`config.mk`:
```
export PLATFORM = sky130hd
export DESIGN_NAME = dual_issue_queue
export DESIGN_NICKNAME = d
export VERILOG_FILES = /design/src/rtl/dual_issue_queue.sv
export SDC_FILE = /design/constraint.sdc
export NUM_CORES = 1
export LEC_CHECK = 0
export CORE_MARGIN = 2
export CORE_UTILIZATION = 50
export DETAILED_ROUTE_END_ITERATION = 6
export PLACE_DENSITY = 0.72
export SETUP_SLACK_MARGIN = 0.02
export SLEW_MARGIN = 40
export SYNTH_ARGS = -nofsm -noshare
export SYNTH_HDL_FRONTEND = slang
export SYNTH_SLANG_ARGS = --single-unit
export TNS_END_PERCENT = 30
```
`constraint.sdc`:
```
create_clock -name clk -period 14.95 [get_ports clk]
set_input_delay 4.485 -clock clk [delete_from_list [all_inputs] [get_ports clk]]
set_output_delay 4.485 -clock clk [all_outputs]
set_load 0.05 [all_outputs]
```
`src/rtl/dual_issue_queue.sv`:
```
// Instruction buffer between fetch and the two issue slots of the dual-issue core.
// A circular queue that takes up to two instructions per cycle and pairs the head two when they are hazard-free.
module dual_issue_queue #(
  parameter int unsigned DEPTH   = 8,
  parameter int unsigned IW      = 16,
  parameter bit          PAIR_EN = 1'b1,
  parameter int unsigned CNT_W   = 16
) (
  input  logic                     clk,
  input  logic                     reset,
  input  logic                     flush,
  input  logic [1:0]               in_valid,
  input  logic [IW-1:0]            in_instr0,
  input  logic [IW-1:0]            in_instr1,
  output logic                     in_ready,
  output logic [IW-1:0]            p0_IR,
  output logic                     p0_valid,
  output logic [IW-1:0]            p1_IR,
  output logic                     p1_valid,
  input  logic                     issue_ready,
  output logic [$clog2(DEPTH):0]   count,
  output logic [CNT_W-1:0]         pair_count
);

  localparam int unsigned PW = $clog2(DEPTH);
  localparam int unsigned CW = PW + 1;

  logic [IW-1:0]    mem_q [DEPTH];
  logic [PW-1:0]    head_q, tail_q, head_nx, tail_nx;
  logic [CW-1:0]    count_q, count_d;
  logic [CNT_W-1:0] pair_q;
  logic [1:0]       push, pop;
  logic [IW-1:0]    p0_raw, p1_raw;
  logic [3:0]       d0, d1;
  logic             hazard;

  // Returns {writes, reg} for the destination register of an instruction.
  function automatic logic [3:0] dest_of(input logic [IW-1:0] i);
    dest_of = 4'b0000;
    if (i[15:13] == 3'b110 && i[12:11] == 2'b10)      dest_of = {1'b1, i[10:8]};
    else if (i[15:13] == 3'b110 && i[12:11] == 2'b00) dest_of = {1'b1, i[7:5]};
    else if (i[15:13] == 3'b101 && i[12:11] != 2'b01) dest_of = {1'b1, i[7:5]};
    else if (i[15:13] == 3'b011)                      dest_of = {1'b1, i[7:5]};
  endfunction

  function automatic logic reads_reg(input logic [IW-1:0] i, input logic [2:0] r);
    reads_reg = 1'b0;
    case (i[15:13])
      3'b110:  reads_reg = (i[12:11] == 2'b00) && (i[2:0] == r);
      3'b101:  reads_reg = (i[10:8] == r) || (i[2:0] == r);
      3'b011:  reads_reg = (i[10:8] == r);
      3'b100:  reads_reg = (i[10:8] == r) || (i[7:5] == r);
      default: reads_reg = 1'b0;
    endcase
  endfunction

  function automatic logic is_mem(input logic [IW-1:0] i);
    is_mem = (i[15:13] == 3'b011) || (i[15:13] == 3'b100);
  endfunction

  function automatic logic is_ctrl(input logic [IW-1:0] i);
    is_ctrl = (i[15:13] == 3'b001) || (i[15:13] == 3'b010) || (i[15:13] == 3'b111);
  endfunction

  always_comb begin
    p0_raw = mem_q[head_q];
    p1_raw = mem_q[head_q + PW'(1)];
    d0     = dest_of(p0_raw);
    d1     = dest_of(p1_raw);
    hazard = (d0[3] && reads_reg(p1_raw, d0[2:0]))
           || (d0[3] && d1[3] && (d0[2:0] == d1[2:0]))
           || (is_mem(p0_raw) && is_mem(p1_raw))
           || is_ctrl(p0_raw) || is_ctrl(p1_raw)
           || ((p0_raw[15:11] == 5'b10101) && (p1_raw[15:13] == 3'b001));

    p0_valid = (count_q != '0);
    p1_valid = PAIR_EN && (count_q >= CW'(2)) && !hazard;
    p0_IR    = p0_valid ? p0_raw : '0;
    p1_IR    = p1_valid ? p1_raw : '0;

    // Readiness uses pre-pop occupancy so fetch never depends on issue timing.
    in_ready = (count_q <= CW'(DEPTH - 2));
    push     = in_ready ? ({1'b0, in_valid[0]} + {1'b0, in_valid[1]}) : 2'd0;
    pop      = issue_ready ? ({1'b0, p0_valid} + {1'b0, p1_valid}) : 2'd0;

    head_nx  = head_q + PW'(pop);
    tail_nx  = tail_q + PW'(push);
    count_d  = count_q + CW'(push) - CW'(pop);
  end

  always_ff @(posedge clk) begin
    if (reset) begin
      head_q  <= '0;
      tail_q  <= '0;
      count_q <= '0;
      pair_q  <= '0;
    end else if (flush) begin
      head_q  <= '0;
      tail_q  <= '0;
      count_q <= '0;
    end else begin
      head_q  <= head_nx;
      tail_q  <= tail_nx;
      count_q <= count_d;
      if (pop == 2'd2 && pair_q != '1) pair_q <= pair_q + CNT_W'(1);
    end
  end

  // Storage needs no reset: slot outputs are gated by occupancy.
  always_ff @(posedge clk) begin
    if (!reset && !flush) begin
      if (push != 2'd0) mem_q[tail_q] <= in_instr0;
      if (push == 2'd2) mem_q[tail_q + PW'(1)] <= in_instr1;
    end
  end

  assign count      = count_q;
  assign pair_count = pair_q;

endmodule
```
==> reports/qor.yml, run 1 <==
status: "finished clean"
cts_tree: "done"
period_minus_slack_ns: 10.34
postCtsSetupRepairBufs: 0
endpoint_kind: "output port"
nNetsFinal: 817
vias: 6456
clk_pin_slew_ns: 0.06
drcViolationCount: 0
insertion_delay_ns: 0.44
busiest_layer: "met2"
gr-total-overflow: 0
area_delta_synth_final_pct: 19.4
top_level_ports: 93
cts_resized: 0
htree_levels: 4
grt_setup_unrepaired: "no"
syn_inst: 669
slew_viol_final: 0
synthesis.area_mm2: 0.00950
ir_worst_vdd_mv: 0.129
avgSynthCellArea_um2: 14.2
grtUsageMet1: 0.346
layout-drive-gt1-share: 0.365
hold_class: "register to register"
ff2ff_path_depth: 19
syn_nets: 724
finalNonFillerCells: 1009
numCtsBuffers: 17
hold_start: "pair_count[4]"
grt_pass1_vias: 6564
synth_edf_count: 128
yosys_warnings: 0
start_kind: "register"
path_common_cell: "buf_4"
worstPathMaxFanout: 34
antenna_found_initial: 0
cp_slowest_stage_delay_ns: 0.86
drv_cap: 0
postLayoutCoreUtil: 0.607
die_x_um: 142
core-area_mm2: 0.0187
hold_path_end: "pair_count[4]"
skew_ns: 0.00868
ys_types: 57
die_h_um: 142
rr_endpoint: "count[3]"
portBuffers: 92
async_flop_share: 0
track_usage: 0.257
cp.arrival_ns: 5.85
regToRegSetupSlack_ns: 8.28
tightest_slew_ns: 0.816
wl_per_cell_um: 24.6
place_hpwl_um: 16700
yosysSeqAreaShare: 0.459
cts_sinks: 154
drt_iter0_drc: 533
fmax_mhz: 96.8
dp.cells: 977
max-clock-path-buffers: 2
setup.worst_path.start: "head_q[1]"
criticalPathCategory: "register to output port"
antennaDiodeCount: 0
grt_util_met3: 0.0641
setup_tns_ns: 0
grt_pass1_wl_um: 38400
min_path_cells: 2
worst_path_max_delay_cell: "clkdlybuf4s50_1"
p_leak_nw: 3.61
firstDrtPassIters: 5
r2r_start: "head_q[1]"
antenna_left: 0
clockRootBuffer: "clkbuf_16"
rows: 50
grt_max_degree: 38
crit_chain: "buf_4, ha_1, buf_4, mux4_2, mux2i_1, nor3_1, a211oi_1, o211ai_1, a41oi_2, nor4b_1, clkdlybuf4s50_1"
met2_usage: 0.420
totalWireLength_um: 24800
gp_congestion: 0.873
setup_viol: 0
initial_utilization: 0.508
synth_seq_cells: 154
die-area_mm2: 0.0201
hold_viol: 0
critPathTopFamily: "buffers and inverters"
pwr_density_cell_mw_per_mm2: 139
ctsHoldBuffers: 0
ys_dominant_reg_cell: "edfxtp_1"
final.period_utilization: 0.691
vias_per_cell: 6.40
relSlewSlack: 0.441
crit_buf_inv: 3
required_ns: 10.47
registers in the layout, indices dropped and copies added, names as in the netlist:
| register | flops |
|---|---|
| pair_count | 16 |
| head_q | 3 |
| count | 4 |
| mem_q | 128 |
| tail_q | 3 |
cells by family after synthesis:
| group | after synthesis | share of synthesized area |
|---|---|---|
| mux | 230 | 0.346 |
| flops | 154 | 0.459 |
| simple gates | 145 | 0.0880 |
| buf+inv | 50 | 0.0237 |
| compound gates | 49 | 0.0356 |
| xor+xnor | 24 | 0.0221 |
| fa+ha+maj | 17 | 0.0256 |
worst max path at each step:
stage | cells past startpoint | to | slack, ns
floorplan | 12 | p1_IR[3] | 5.73
global placement | 11 | p1_IR[3] | 5.03
detailed placement | 11 | p1_valid | 5.05
CTS | 11 | p1_IR[0] | 4.57
global route | 11 | p1_IR[1] | 4.25
finish | 11 | p1_IR[0] | 4.61
cell type report:
type / count / area [µm²]
multi-input cells: 465 / 4990
fillers: 1420 / 7360
inverters: 12 / 45.0
repair buffers: 112 / 1080
clock inverters: 15 / 143
clock buffers: 17 / 425
well taps: 234 / 293
flip-flops and latches: 154 / 4370
worst register-to-register path: stages (launching register included):
cell and delay (ns):
dfxtp_2 0.31, buf_4 0.49, ha_1 0.63, buf_4 0.45, mux4_2 0.57, mux2i_1 0.66
nand3_1 0.24, nor3b_1 0.36, nand4_1 0.21, a21boi_4 0.55, nor3b_2 0.14, ha_1 0.29
and2_1 0.26, fa_1 0.50, inv_1 0.07, ha_1 0.29, a21o_1 0.17, a21oi_1 0.16
xnor2_1 0.15, nor2_1 0.06
power by group:
part	internal (W)	switching (W)	leakage (nW)
combinational	0.000259	0.000398	1.97
clock	0.000232	0.000186	0.271
sequential	0.000478	0.0000196	1.37
total	0.000969	0.000603	3.61
metrics by stage:
| stage | total power, W | setup slack [ns] | instance area, µm² | hold slack (ns) |
|---|---|---|---|---|
| after detailed placement | 0.00115 | 5.05 | 10800 | 0.510 |
| after global placement | 0.00114 | 5.03 | 10700 | 0.482 |
| after CTS | 0.00157 | 4.57 | 11300 | 0.519 |
| after floorplan | 0.000964 | 5.73 | 9500 | 0.603 |
| final | 0.00157 | 4.61 | 11300 | 0.518 |
| after global routing | 0.00164 | 4.25 | 11300 | 0.569 |
cells in the final DEF, fill, tap and decap left out, types with 4 or more instances in the layout:
cell / count
a21oi_1: 11
and2_1: 9
and3_1: 5
buf_4: 19
clkbuf_16: 17
clkdlybuf4s50_1: 92
dfxtp_1: 24
edfxtp_1: 128
fa_1: 4
ha_1: 13
inv_1: 12
inv_6: 5
mux2_2: 135
mux2i_1: 29
mux4_2: 62
nand2_1: 20
nand3_1: 7
nand4_1: 9
nor2_1: 43
nor3_1: 5
nor3_2: 7
nor4b_1: 7
nor4b_2: 5
o21ai_0: 9
or3_1: 6
xnor2_1: 12
xor2_1: 11
Yosys cell counts, drive strengths merged (5+ instances only):
cell type	count	area share
buf	18	0.011
ha	13	0.017
mux2i	30	0.032
xor2	12	0.011
xnor2	12	0.011
nand2	22	0.0087
inv	12	0.0047
nor2	43	0.017
edfxtp	128	0.40
or3	6	0.0040
nand4	9	0.0059
nor3	13	0.010
mux4	64	0.15
mux2	136	0.16
and3	5	0.0033
nand3	8	0.0042
dfxtp	26	0.055
clkbuf	20	0.0079
and2	9	0.0059
a21oi	11	0.0058
nor4b	12	0.014
o21ai	14	0.0078
metal layers:
layer  vias up  routed length [µm]
li1       2850                   -
met1      3296               10500
met2       282               12200
met3        28                1870
met4         0                 325
met5         -                   0
Note: power is estimated with default switching activity, not from simulation.
==> inputs of run 2 (changes only) <==
==> constraint.sdc (replaced) <==
create_clock -name clk -period 10.57 [get_ports clk]
set_input_delay 3.171 -clock clk [delete_from_list [all_inputs] [get_ports clk]]
set_output_delay 3.171 -clock clk [all_outputs]
set_load 0.05 [all_outputs]
==> reports/qor.yml, run 2 (same netlist as run 1, synthesis figures left out) <==
dr_wl_met3_um: 2150
hold_class: "register to register"
top_level_ports: 93
nNetsFinal: 818
drv_cap: 0
postLayoutCoreUtil: 0.605
setup_tns_ns: 0
antennaDiodeCount: 0
relSlewSlack: 0.459
gp_congestion: 0.856
worstPathMaxFanout: 41
regToRegSetupSlack_ns: 4.28
grt_pass1_vias: 6552
period_minus_slack_ns: 8.66
place_hpwl_um: 16400
layout-drive-gt1-share: 0.363
track_usage: 0.257
final.period_utilization: 0.819
ff2ff_path_depth: 19
p_leak_nw: 3.61
cts_resized: 0
met1Wirelength_um: 10400
insertion_delay_ns: 0.43
tightest_slew_ns: 0.790
htree_levels: 4
cp_slowest_stage_delay_ns: 0.86
grt_pass1_wl_um: 38200
max-clock-path-buffers: 2
ctsHoldBuffers: 0
worst_path_max_delay_cell: "clkdlybuf4s50_1"
finalNonFillerCells: 1009
crit_chain: "ha_2, mux4_2, mux2i_1, nor3_1, a211oi_1, o211ai_1, a41oi_2, nor4b_1, clkdlybuf4s50_1"
core-area_mm2: 0.0187
clockRootBuffer: "clkbuf_16"
largest-register: "mem_q"
slew_viol_final: 0
die_h_um: 142
ir_worst_vdd_mv: 0.161
route.met2.wl_um: 12100
skew_ns: 0.0104
vias_per_cell: 6.37
postCtsSetupRepairBufs: 0
hold_viol: 0
firstDrtPassIters: 5
area_delta_synth_final_pct: 19.2
criticalPathCategory: "register to output port"
cts_sinks: 154
min_path_cells: 2
wl_per_cell_um: 24.8
setup_viol: 0
endpoint_kind: "output port"
top_layer: "met4"
portBuffers: 92
vias: 6429
numCtsBuffers: 17
totalWireLength_um: 25000
n_fill_cell: 1422
cts_tree: "done"
status: "finished clean"
rows: 50
start_kind: "register"
antenna_left: 0
grt_setup_unrepaired: "no"
required_ns: 7.40
die-area_mm2: 0.0201
dp.cells: 978
drcViolationCount: 0
die_x_um: 142
final_common_cell: "mux2_2"
largest_reg_flops: 128
layout_common_cells: "135 x mux2_2, 128 x edfxtp_1, 92 x clkdlybuf4s50_1"
antenna_found_initial: 0
grt_max_degree: 42
cp.arrival_ns: 5.49
gr-total-overflow: 0
pwr_density_cell_mw_per_mm2: 196
drt_iter0_drc: 667
fmax_mhz: 116
initial_utilization: 0.508
clk_pin_slew_ns: 0.06
## run 2: critical path: cells and delay by family, from the launching register on
kind,cells,cell delay (ns)
compound gates,3,1.01
mux,2,1.21
fa+ha+maj,1,0.70
flops,1,0.77
simple gates,2,0.50
buf+inv,1,0.86
## run 2: power by group
group          switching (W)  internal [W]  leakage, nW  total, W
combinational       0.000557      0.000364         1.97  0.000920
clock               0.000243      0.000343        0.273  0.000586
sequential         0.0000330      0.000677         1.37  0.000710
total               0.000832       0.00138         3.61   0.00222
## run 2: worst paths after layout
kind	start	endpoint
worst max-delay path	head_q[0]	p1_IR[5]
worst min-delay path	pair_count[4]	pair_count[4]
worst max register to register	head_q[0]	count[3]
worst min register to register	pair_count[4]	pair_count[4]
## run 2: stage by stage
stage          hold WS [ns]  worst slack (ns)  instance area (µm²)  total power [W]
3_3_place_gp          0.483              2.26                10700          0.00161
4_1_cts               0.508              1.82                11300          0.00222
3_5_place_dp          0.500              2.26                10700          0.00163
6_report              0.499              1.91                11300          0.00222
5_1_grt               0.539              1.46                11300          0.00231
2_1_floorplan         0.603              2.67                 9500          0.00136
## run 2: final cells by class
type / count / area [µm²] / area share
clock buffers: 18 / 429 / 0.0379
well taps: 234 / 293 / 0.0259
flip-flops and latches: 154 / 4370 / 0.386
multi-input cells: 465 / 4980 / 0.440
repair buffers: 113 / 1080 / 0.0953
inverters: 12 / 45.0 / 0.00398
clock inverters: 13 / 130 / 0.0115
## run 2: metal layers
layer / track usage / up-vias
met3: 0.0675 / 25
met2: 0.416 / 292
met1: 0.349 / 3262
li1: - / 2850
met4: 0.0658 / 0
met5: 0 / -
==> inputs of run 3 (changes only) <==
--- a/config.mk
+++ b/config.mk
@@ -8,7 +8,7 @@
 export CORE_MARGIN = 2
 export CORE_UTILIZATION = 50
 export DETAILED_ROUTE_END_ITERATION = 6
-export PLACE_DENSITY = 0.72
+export PLACE_DENSITY = 0.75
 export SETUP_SLACK_MARGIN = 0.02
 export SLEW_MARGIN = 40
 export SYNTH_ARGS = -nofsm -noshare
==> constraint.sdc (replaced) <==
create_clock -name clk -period 7.2 [get_ports clk]
set_input_delay 2.16 -clock clk [delete_from_list [all_inputs] [get_ports clk]]
set_output_delay 2.16 -clock clk [all_outputs]
set_load 0.05 [all_outputs]
==> reports/qor.yml, run 3 (same netlist as run 1, synthesis figures left out) <==
required_ns: 5.04
critPathTopFamily: "multiplexers"
place_hpwl_um: 17500
sw_frac_of_total: 0.381
cts_sinks: 154
die-area_mm2: 0.0201
top_level_ports: 93
hold_viol: 0
grt_max_degree: 29
htree_levels: 4
relSlewSlack: 0.522
cts_tree: "done"
postLayoutCoreUtil: 0.617
min_path_cells: 2
grtUsageMet1: 0.327
gp_congestion: 0.889
criticalPathCategory: "register to output port"
p_leak_nw: 3.72
dp.cells: 987
r2r_start: "head_q[0]"
hold_path_end: "pair_count[4]"
crit_chain: "buf_4, mux4_2, mux2i_1, o211a_1, a211o_1, o21ai_2, mux2i_1, nand4_1, a31oi_4, nor3b_2, buf_12"
rr_endpoint: "count[3]"
hold_start: "pair_count[4]"
met2_usage: 0.437
finalPower_w: 0.00327
multi_input_area_mm2: 0.00497
n_fill_cell: 1369
setup_ws_ns: 0.411
rows: 50
setup_tns_ns: 0
final_common_cell: "mux2_2"
p_seq_frac: 0.312
period_minus_slack_ns: 6.79
largest_reg_flops: 128
worstPathMaxFanout: 28
status: "finished clean"
clockRootBuffer: "clkbuf_16"
endpoint_kind: "output port"
path_common_cell: "mux2i_1"
track_usage: 0.256
wl_per_cell_um: 24.5
power.net_switching_w: 0.00125
ctsHoldBuffers: 0
cts_resized: 0
totalWireLength_um: 25000
antenna_found_initial: 0
regToRegSetupSlack_ns: 1.24
setup_viol: 0
fmax_mhz: 147
portBuffers: 92
grt_pass1_vias: 6571
finalNonFillerCells: 1018
gr-total-overflow: 0
pre_cts_slack_ns: 0.883
die_x_um: 142
drv_cap: 0
postCtsSetupRepairBufs: 0
numCtsBuffers: 17
ff2ff_path_depth: 19
drt_iter0_drc: 537
final.period_utilization: 0.943
max-clock-path-buffers: 2
initial_utilization: 0.508
cp_slowest_stage_delay_ns: 0.61
intPower_w: 0.00202
antennaDiodeCount: 0
cp.arrival_ns: 4.63
tightest_slew_ns: 0.715
worst_path_max_delay_cell: "a31oi_4"
grt_util_met3: 0.0553
drcViolationCount: 0
nNetsFinal: 827
area_delta_synth_final_pct: 21.4
pwr_density_cell_mw_per_mm2: 283
grt_setup_unrepaired: "no"
layout_common_cells: "135 x mux2_2, 128 x edfxtp_1, 75 x clkdlybuf4s50_1"
hold_class: "register to register"
grt_pass1_wl_um: 38100
pwr-share-clk: 0.253
busiest_layer: "met2"
antenna_left: 0
die_h_um: 142
vias_per_cell: 6.38
core-area_mm2: 0.0187
skew_ns: 0.00841
clk_pin_slew_ns: 0.07
largest-register: "mem_q"
start_kind: "register"
power_frac_comb: 0.435
firstDrtPassIters: 4
crit_buf_inv: 2
layout-drive-gt1-share: 0.386
ir_worst_vdd_mv: 0.178
insertion_delay_ns: 0.44
slew_viol_final: 0
vias: 6494
ff_latch_area_mm2: 0.00437
[run 3: cell type report]
cell class / count / area share
multi-input combinational: 465 / 0.431
sequential: 154 / 0.379
timing repair buffer: 122 / 0.114
clock buffer: 17 / 0.0369
tap: 234 / 0.0254
clock inverter: 14 / 0.00987
inverter: 12 / 0.00390
[run 3: worst max-delay path by stage]
stage / slack, ns / start / cells after the start / end
after floorplan: 0.31 / head_q[1] / 12 / p1_IR[3]
after CTS: 0.41 / head_q[0] / 11 / p1_valid
after global placement: 0.90 / head_q[0] / 11 / p1_valid
after global routing: 0.07 / head_q[0] / 11 / p1_IR[5]
final: 0.41 / head_q[0] / 11 / p1_valid
after detailed placement: 0.88 / head_q[0] / 11 / p1_valid
[run 3: worst register-to-register path: stages (launching register included)]
cell     delay (ns)
dfxtp_4        0.43
buf_4          0.41
mux4_2         0.58
mux2i_1        0.46
o211a_1        0.29
a211o_1        0.27
o21ai_2        0.14
mux2i_1        0.34
nand4_1        0.23
a31oi_4        0.61
nor3b_2        0.22
ha_1           0.23
and2_1         0.23
fa_1           0.50
inv_1          0.07
ha_1           0.29
a21o_1         0.17
a21oi_1        0.17
xnor2_1        0.14
nor2_1         0.06
[run 3: metal layers]
metal	up-vias	part of all wire
met5	-	0
met4	0	0.023
met3	47	0.066
met2	271	0.51
met1	3303	0.40
li1	2873	-
[run 3: power by group through the flow]
stage	Clock (W)	Combinational [W]	Sequential, W
after floorplan	0	0.000950	0.00105
final	0.000826	0.00142	0.00102
after CTS	0.000834	0.00142	0.00102
after global placement	0	0.00139	0.00104
after detailed placement	0	0.00142	0.00104
after global routing	0.000868	0.00151	0.00102
[run 3: through the flow]
stage	instance area, µm²	hold slack, ns
finish	11500	0.508
global route	11500	0.543
detailed placement	11000	0.502
CTS	11500	0.511
floorplan	9500	0.603
global placement	11000	0.480
